--- src/rtl/floo_axi_sub_responder.sv ---
// AXI subordinate responder: accepts one write and one read burst at a time, answers after a
// fixed latency, returns the beat address as read data and counts completed transactions.
module floo_axi_sub_responder #(
    parameter int unsigned AddrWidth   = 48,
    parameter int unsigned DataWidth   = 64,
    parameter int unsigned IdWidth     = 4,
    parameter int unsigned RespLatency = 2
) (
    input  logic                 clk_i,
    input  logic                 rst_i,
    input  logic                 aw_valid_i,
    output logic                 aw_ready_o,
    input  logic [IdWidth-1:0]   aw_id_i,
    input  logic [AddrWidth-1:0] aw_addr_i,
    input  logic [7:0]           aw_len_i,
    input  logic [2:0]           aw_size_i,
    input  logic [1:0]           aw_burst_i,
    input  logic                 w_valid_i,
    output logic                 w_ready_o,
    input  logic                 w_last_i,
    output logic                 b_valid_o,
    input  logic                 b_ready_i,
    output logic [IdWidth-1:0]   b_id_o,
    output logic [1:0]           b_resp_o,
    input  logic                 ar_valid_i,
    output logic                 ar_ready_o,
    input  logic [IdWidth-1:0]   ar_id_i,
    input  logic [AddrWidth-1:0] ar_addr_i,
    input  logic [7:0]           ar_len_i,
    input  logic [2:0]           ar_size_i,
    input  logic [1:0]           ar_burst_i,
    output logic                 r_valid_o,
    input  logic                 r_ready_i,
    output logic [IdWidth-1:0]   r_id_o,
    output logic [DataWidth-1:0] r_data_o,
    output logic [1:0]           r_resp_o,
    output logic                 r_last_o,
    output logic [31:0]          num_writes_o,
    output logic [31:0]          num_reads_o
);

    localparam int unsigned LatWidth = 8;
    localparam int unsigned BeatWidth = 9;
    localparam logic [LatWidth-1:0] LatLast =
        (RespLatency == 0) ? LatWidth'(0) : LatWidth'(RespLatency - 1);
    localparam logic [1:0] RespOkay   = 2'b00;
    localparam logic [1:0] RespSlvErr = 2'b10;
    localparam logic [1:0] BurstIncr  = 2'b01;

    typedef enum logic [1:0] {W_IDLE, W_DATA, W_WAIT, W_RESP} w_state_e;
    typedef enum logic [1:0] {R_IDLE, R_WAIT, R_DATA} r_state_e;

    // The write address payload is accepted but plays no role in the response.
    logic unused_aw;
    assign unused_aw = ^{aw_addr_i, aw_size_i, aw_burst_i};

    w_state_e               w_state_q, w_state_d;
    logic [IdWidth-1:0]     aw_id_q, aw_id_d;
    logic [7:0]             aw_len_q, aw_len_d;
    logic [BeatWidth-1:0]   w_beat_q, w_beat_d;
    logic                   w_err_q, w_err_d;
    logic [LatWidth-1:0]    w_cnt_q, w_cnt_d;
    logic [31:0]            num_writes_q, num_writes_d;

    r_state_e               r_state_q, r_state_d;
    logic [IdWidth-1:0]     ar_id_q, ar_id_d;
    logic [AddrWidth-1:0]   ar_addr_q, ar_addr_d;
    logic [7:0]             ar_len_q, ar_len_d;
    logic [2:0]             ar_size_q, ar_size_d;
    logic [1:0]             ar_burst_q, ar_burst_d;
    logic [7:0]             r_beat_q, r_beat_d;
    logic [LatWidth-1:0]    r_cnt_q, r_cnt_d;
    logic [31:0]            num_reads_q, num_reads_d;

    // Write path; beat count saturates one past the largest legal index so overruns stay visible.
    always_comb begin
        w_state_d    = w_state_q;
        aw_id_d      = aw_id_q;
        aw_len_d     = aw_len_q;
        w_beat_d     = w_beat_q;
        w_err_d      = w_err_q;
        w_cnt_d      = w_cnt_q;
        num_writes_d = num_writes_q;
        case (w_state_q)
            W_IDLE: begin
                if (aw_valid_i) begin
                    aw_id_d   = aw_id_i;
                    aw_len_d  = aw_len_i;
                    w_beat_d  = '0;
                    w_err_d   = 1'b0;
                    w_state_d = W_DATA;
                end
            end
            W_DATA: begin
                if (w_valid_i) begin
                    if ((w_beat_q > {1'b0, aw_len_q}) ||
                        (w_last_i && (w_beat_q != {1'b0, aw_len_q}))) begin
                        w_err_d = 1'b1;
                    end
                    if (!w_beat_q[BeatWidth-1]) begin
                        w_beat_d = w_beat_q + BeatWidth'(1);
                    end
                    if (w_last_i) begin
                        w_cnt_d   = '0;
                        w_state_d = (RespLatency == 0) ? W_RESP : W_WAIT;
                    end
                end
            end
            W_WAIT: begin
                if (w_cnt_q == LatLast) begin
                    w_state_d = W_RESP;
                end else begin
                    w_cnt_d = w_cnt_q + LatWidth'(1);
                end
            end
            W_RESP: begin
                if (b_ready_i) begin
                    num_writes_d = num_writes_q + 32'd1;
                    w_state_d    = W_IDLE;
                end
            end
            default: w_state_d = W_IDLE;
        endcase
    end

    // Read path; only INCR advances the address, WRAP and reserved hold it and flag SLVERR.
    always_comb begin
        r_state_d   = r_state_q;
        ar_id_d     = ar_id_q;
        ar_addr_d   = ar_addr_q;
        ar_len_d    = ar_len_q;
        ar_size_d   = ar_size_q;
        ar_burst_d  = ar_burst_q;
        r_beat_d    = r_beat_q;
        r_cnt_d     = r_cnt_q;
        num_reads_d = num_reads_q;
        case (r_state_q)
            R_IDLE: begin
                if (ar_valid_i) begin
                    ar_id_d    = ar_id_i;
                    ar_addr_d  = ar_addr_i;
                    ar_len_d   = ar_len_i;
                    ar_size_d  = ar_size_i;
                    ar_burst_d = ar_burst_i;
                    r_beat_d   = '0;
                    r_cnt_d    = '0;
                    r_state_d  = (RespLatency == 0) ? R_DATA : R_WAIT;
                end
            end
            R_WAIT: begin
                if (r_cnt_q == LatLast) begin
                    r_state_d = R_DATA;
                end else begin
                    r_cnt_d = r_cnt_q + LatWidth'(1);
                end
            end
            R_DATA: begin
                if (r_ready_i) begin
                    if (r_beat_q == ar_len_q) begin
                        num_reads_d = num_reads_q + 32'd1;
                        r_state_d   = R_IDLE;
                    end else begin
                        r_beat_d = r_beat_q + 8'd1;
                        if (ar_burst_q == BurstIncr) begin
                            ar_addr_d = ar_addr_q + (AddrWidth'(1) << ar_size_q);
                        end
                    end
                end
            end
            default: r_state_d = R_IDLE;
        endcase
    end

    always_ff @(posedge clk_i) begin
        if (rst_i) begin
            w_state_q    <= W_IDLE;
            aw_id_q      <= '0;
            aw_len_q     <= '0;
            w_beat_q     <= '0;
            w_err_q      <= 1'b0;
            w_cnt_q      <= '0;
            num_writes_q <= '0;
            r_state_q    <= R_IDLE;
            ar_id_q      <= '0;
            ar_addr_q    <= '0;
            ar_len_q     <= '0;
            ar_size_q    <= '0;
            ar_burst_q   <= '0;
            r_beat_q     <= '0;
            r_cnt_q      <= '0;
            num_reads_q  <= '0;
        end else begin
            w_state_q    <= w_state_d;
            aw_id_q      <= aw_id_d;
            aw_len_q     <= aw_len_d;
            w_beat_q     <= w_beat_d;
            w_err_q      <= w_err_d;
            w_cnt_q      <= w_cnt_d;
            num_writes_q <= num_writes_d;
            r_state_q    <= r_state_d;
            ar_id_q      <= ar_id_d;
            ar_addr_q    <= ar_addr_d;
            ar_len_q     <= ar_len_d;
            ar_size_q    <= ar_size_d;
            ar_burst_q   <= ar_burst_d;
            r_beat_q     <= r_beat_d;
            r_cnt_q      <= r_cnt_d;
            num_reads_q  <= num_reads_d;
        end
    end

    // Handshake and payload outputs decode from state; reset forces them quiet immediately.
    assign aw_ready_o   = !rst_i && (w_state_q == W_IDLE);
    assign w_ready_o    = !rst_i && (w_state_q == W_DATA);
    assign b_valid_o    = !rst_i && (w_state_q == W_RESP);
    assign b_id_o       = rst_i ? '0 : aw_id_q;
    assign b_resp_o     = (rst_i || !w_err_q) ? RespOkay : RespSlvErr;

    assign ar_ready_o   = !rst_i && (r_state_q == R_IDLE);
    assign r_valid_o    = !rst_i && (r_state_q == R_DATA);
    assign r_id_o       = rst_i ? '0 : ar_id_q;
    assign r_data_o     = rst_i ? '0 : DataWidth'(ar_addr_q);
    assign r_resp_o     = (rst_i || !ar_burst_q[1]) ? RespOkay : RespSlvErr;
    assign r_last_o     = !rst_i && (r_state_q == R_DATA) && (r_beat_q == ar_len_q);

    assign num_writes_o = num_writes_q;
    assign num_reads_o  = num_reads_q;

endmodule
--- config.mk ---
export PLATFORM = sky130hd
export DESIGN_NAME = floo_axi_sub_responder
export DESIGN_NICKNAME = d
export VERILOG_FILES = /design/src/rtl/floo_axi_sub_responder.sv
export SDC_FILE = /design/constraint.sdc
export NUM_CORES = 1
export LEC_CHECK = 0
export ABC_AREA = 0
export BUFFER_PORTS_ARGS = -buffer_cell sky130_fd_sc_hd__clkbuf_2
export CAP_MARGIN = 10
export CORE_MARGIN = 2
export CORE_UTILIZATION = 55
export CTS_BUF_LIST = sky130_fd_sc_hd__clkbuf_16
export CTS_CLUSTER_SIZE = 16
export DETAILED_ROUTE_END_ITERATION = 10
export PLACE_DENSITY_LB_ADDON = 0.15
export SYNTH_ARGS = -nofsm -noshare
export SYNTH_HDL_FRONTEND = slang
export SYNTH_SLANG_ARGS = --single-unit
--- constraint.sdc ---
create_clock -name clk_i -period 4 [get_ports clk_i]
set_input_delay 0 -clock clk_i [delete_from_list [all_inputs] [get_ports clk_i]]
set_output_delay 0 -clock clk_i [all_outputs]
set_load 0.005 [all_outputs]
# [After elaboration in Yosys (flattened, before gate mapping)]
# Index checks and enable logic that the tools add are counted.
[classes] n_mux=39 n_eq_ne=25 n_reduce_logical=32 n_shift=1 order_cmp=1 n_addsub=7
[ops] operator="$mux 48" n=5
[ops] operator="$pmux 48 s2" n=1
[ops] operator="$add 32x1->32 const B" n=2
[ops] operator="$mux 8" n=7
[ops] operator="$add 48x48->48" n=1
[ops] operator="$pmux 8 s2" n=3
[ops] operator="$shl 1x3->48 const A" n=1
[ops] operator="$ne 2x2->1 const B" n=14
[ops] operator="$mux 9" n=3
[ops] operator="$add 8x1->8 const B" n=3
[ops] operator="$mux 2" n=11
[ops] operator="$reduce_and 4->1" n=5
[ops] operator="$pmux 9 s2" n=1
[ops] operator="$eq 8x1->1 const B" n=2
[ops] operator="$reduce_and 5->1" n=2
[ops] operator="$add 9x1->9 const B" n=1
[ops] operator="$gt 9x8->1" n=1
[ops] operator="$ne 9x8->1" n=1
[ops] operator="$reduce_and 3->1" n=3
[ops] operator="$eq 8x8->1" n=1
[ops] operator="$mux 4" n=2
[ops] operator="$pmux 2 s4" n=1
[ops] operator="$reduce_bool 2->1" n=4
[ops] operator="$logic_and 1x1->1" n=7
[ops] operator="other kinds (10)" n=23
[totals] input_bits=138 output_inout_bits=146 wordCells=122 reg_bits=179

# [Logic depth before layout (Yosys ltp)]
[logic_depth] ltp_word=6 mapped_depth=11

# [Worst setup path before layout]
# Ideal clock, no wire load.
[synth_path] kind="register -> register" start="reg ar_size_q[0]" end="reg ar_addr_q[14]" arrival_time_ns=2.488 t_required_ns=3.863 setup_time_ns=0.137 path_slack_ns=1.375 path_stages_with_launch=12 path_cell_list="dfxtp_1 > clkbuf_1 > nor3_1 > ha_1 > fa_1 > a211oi_1 > nor2_1 > o21ai_1 > clkbuf_1 > o21ai_0 > a21oi_1 > a211oi_1"
[synth_between] elab_chain_cells=6
[synth_lines] element="from (decl)" line_no="69" text="logic [2:0] ar_size_q, ar_size_d;"
[synth_lines] element="from (signal assigned)" line_no="204" text="ar_size_q <= ar_size_d;"
[synth_lines] element="$shl 1x3->48" line_no="165" text="ar_addr_d = ar_addr_q + (AddrWidth'(1) << ar_size_q);"
[synth_lines] element="$add 48x48->48" line_no="165"
[synth_lines] element="$mux 48" line_no="164" text="if (ar_burst_q == BurstIncr) begin"
[synth_lines] element="$mux 48" line_no="159" text="if (r_beat_q == ar_len_q) begin"
[synth_lines] element="$mux 48" line_no="158" text="if (r_ready_i) begin"
[synth_lines] element="$pmux 48 s2" line_no="137" text="case (r_state_q)"
[synth_lines] element="to (signal assigned)" line_no="202" text="ar_addr_q <= ar_addr_d;"
[synth_lines] element="to (decl)" line_no="67" text="logic [AddrWidth-1:0] ar_addr_q, ar_addr_d;"
# Every way passes these cells. The select of a mux whose other input is x is not followed.
# A chain may end at the register's enable or synchronous reset.

# [Final worst setup path]
[layout_path] start="reg ar_size_q[0]" end="reg ar_addr_q[23]"
# The elaborated chain is that of the path after synthesis.

==> run metrics <==
outcome completed; Ys Warns 0; fin. max-slew vios 0; flop-to-flop setup slack around 0.94 ns; final period utilization 0.766; most common cell after layout, fill and taps aside clkbuf_2; vias in the first global route 9317; routability congestion estimate from global placement 0.859; H-tree depth 4; Synth Instances 1285; worst-margin pin slew 0.967 ns; utilization after layout 0.696; TritonCTS clock tree yes; CP arrival 3.41 ns; Via density 5.72; met3 Use GR 0.0490; GR met1 Demand/Resource 0.381; Non-Filler Instances 1778; CTS sink cnt 179; width of the chip about 140 um; CTS buffer count 17; global route hottest layer met2; FFs w/ async S/R, synth 0; Area growth, synth to finish 24.8%; dpl cells around 1700; Crit Path Class reg -> reg; ANT nets after route 0; synthesized area 0.00999 sq mm; Syn Area/Cell around 7.8 sq um; Post-CTS Setup Bufs 0; total global-route track usage 0.281; CP Launch Type flip-flop; initial antenna violation count 1; Initial Utilization 0.558; peak supply drop 376 uV; layout cell share with drive strength beyond 1 0.181; Main synth FF type dfxtp_1; routed vias 10200; I/O pin count 284; met2 Track Usage GR 0.458; # DRC 0; Port Buffers between 200 and 250; CTS root buf clkbuf_16; nets 1702; final instance area 0.0125 sq mm; WL/cell 15.6 um; DP Area 0.0111 sq mm; number of synthesized flops with an enable pin 0; Final setup violation count 0; Power, Total 4.75 mW; most frequent cells in the layout clkbuf_2, dfxtp_1, nand2_1; FP Rows 49; highest clock rate roughly 330 MHz; post-synthesis cell type count 75; Worst-path clk slew 0.07 ns; RSZ-0062 raised after global routing false; final setup TNS 0 ns; Final WS setup 0.935 ns; Tmin final 3.06 ns; first-pass GRT wire length approximately 46 mm; Max Root-Sink Buffers 2; largest net degree at the start of global routing between 200 and 250; hpwl dp 18.4 mm; Setup Slack @ Placement 1.08 ns; post-synthesis sequential area ratio 0.359; Hold/Removal Path Class in -> reg; Remaining Overflow, GRT 0; Core Region between 0.015 and 0.02 sq mm; final hold slack about 0.021 ns; Seq cells post-synth 179; Max FO, Critical Path 10; Hold Vio Cnt, Final 0; # fillers approximately 1500; WP data required ~4.3 ns; final wirelength 27.8 mm; Slew HR 0.355; DRT iter0 DRCs 711; CP Capture Type flip-flop; Max Cap Violations 0; LEAKAGE 4.97 nW; Worst Skew 0.0145 ns; DIE AREA 0.0193 sq mm; Pre-antenna DRT Iters 6; clk_lat worst skew between 0.4 and 0.5 ns; power per cell area 381 mW/mm^2; Die Y 139 um
==> power by group <==
| group | leakage [nW] | internal [mW] | switching (mW) |
|---|---|---|---|
| combinational | 3.24 | 0.424 | 0.615 |
| sequential | 1.46 | 1.90 | 0.128 |
| clock | 0.278 | 0.886 | 0.793 |
| total | 4.97 | 3.21 | 1.54 |
==> worst max-delay path, cell delays in order (launching register included) <==
cell and delay (ns):
dfxtp_1 0.44, and3b_1 0.21, ha_1 0.39, nand3_1 0.14, o211ai_1 0.47, o21ai_1 0.16, buf_4 0.20, nor3_1 0.61
nand4b_1 0.16, a31oi_1 0.18
==> final timing paths <==
path / end / start / cells past startpoint
setup reg to reg: ar_addr_q[23] / ar_size_q[0] / 9
hold reg to reg: aw_id_q[2] / aw_id_q[2] / 2
setup / recovery: ar_addr_q[23] / ar_size_q[0] / 9
hold / removal: ar_addr_q[43] / ar_addr_i[43] / 4
==> repair_timing <==
action / in CTS / in global routing
endpoints found under the hold margin: 77 / 0
setup endpoints to repair: 0 / 0
gates resized for setup: 0 / 0
hold buffers: 77 / 0
==> layout make-up <==
class	count	area [sq um]	share of cell area
multi-input combinational	998	5920	0.475
sequential	179	3580	0.288
timing repair buffer	300	1930	0.155
clock buffer	17	425	0.0341
tap	229	287	0.0230
clock inverter	15	161	0.0130
inverter	39	146	0.0117
antenna	1	2.50	0.000201
==> logic make-up after synthesis <==
logic type | synth area share
adders and majority gates | 0.0371
AOI/OAI and AO/OA | 0.164
muxes | 0.0154
other | 0.000376
xor gates and xnor gates | 0.0728
and+or+nand+nor | 0.295
DFF | 0.359
buffers and inverters | 0.0556
==> synth_stat cells (all sizes together) (4+ instances only) <==
master	number	area, sq um
and2	13	83.8
xor2	34	298
xnor2	49	429
a2111oi	4	53.8
a21o	8	60.1
o211ai	11	82.6
ha	28	350
o31ai	7	52.6
and4	5	43.8
and3	15	93.8
o2111ai	4	35.0
nand4	38	257
nor3b	5	37.5
nand2	158	593
o21a	5	37.5
a22oi	4	30.0
a31oi	17	106
nor2b	62	388
nor2	154	578
nand3	63	320
clkbuf	55	208
nor3	30	155
a311oi	5	43.8
a21oi	97	485
dfxtp	179	3580
or3	16	100
o41ai	5	62.6
buf	31	201
nor4	16	128
inv	39	146
o21ai	43	219
mux2i	12	120
o22ai	9	56.3
a211oi	17	128
or4	6	45.0
==> metal layers <==
layer  vias to the layer above  part of all wire
met1                      4774              0.44
li1                       4988                 -
met2                       362              0.47
met5                         -                 0
met4                         0             0.022
met3                        50             0.064
==> registers in the layout, indices dropped and copies added (netlist names), 2 cells and up <==
name	count
num_reads_o	32
r_state_q	2
aw_len_q	8
w_cnt_q	8
ar_size_q	3
ar_burst_q	2
ar_addr_q	48
w_beat_q	9
num_writes_o	32
r_beat_q	8
r_cnt_q	8
ar_len_q	8
aw_id_q	4
ar_id_q	4
w_state_q	2
(Power assumes the default switching activity.)
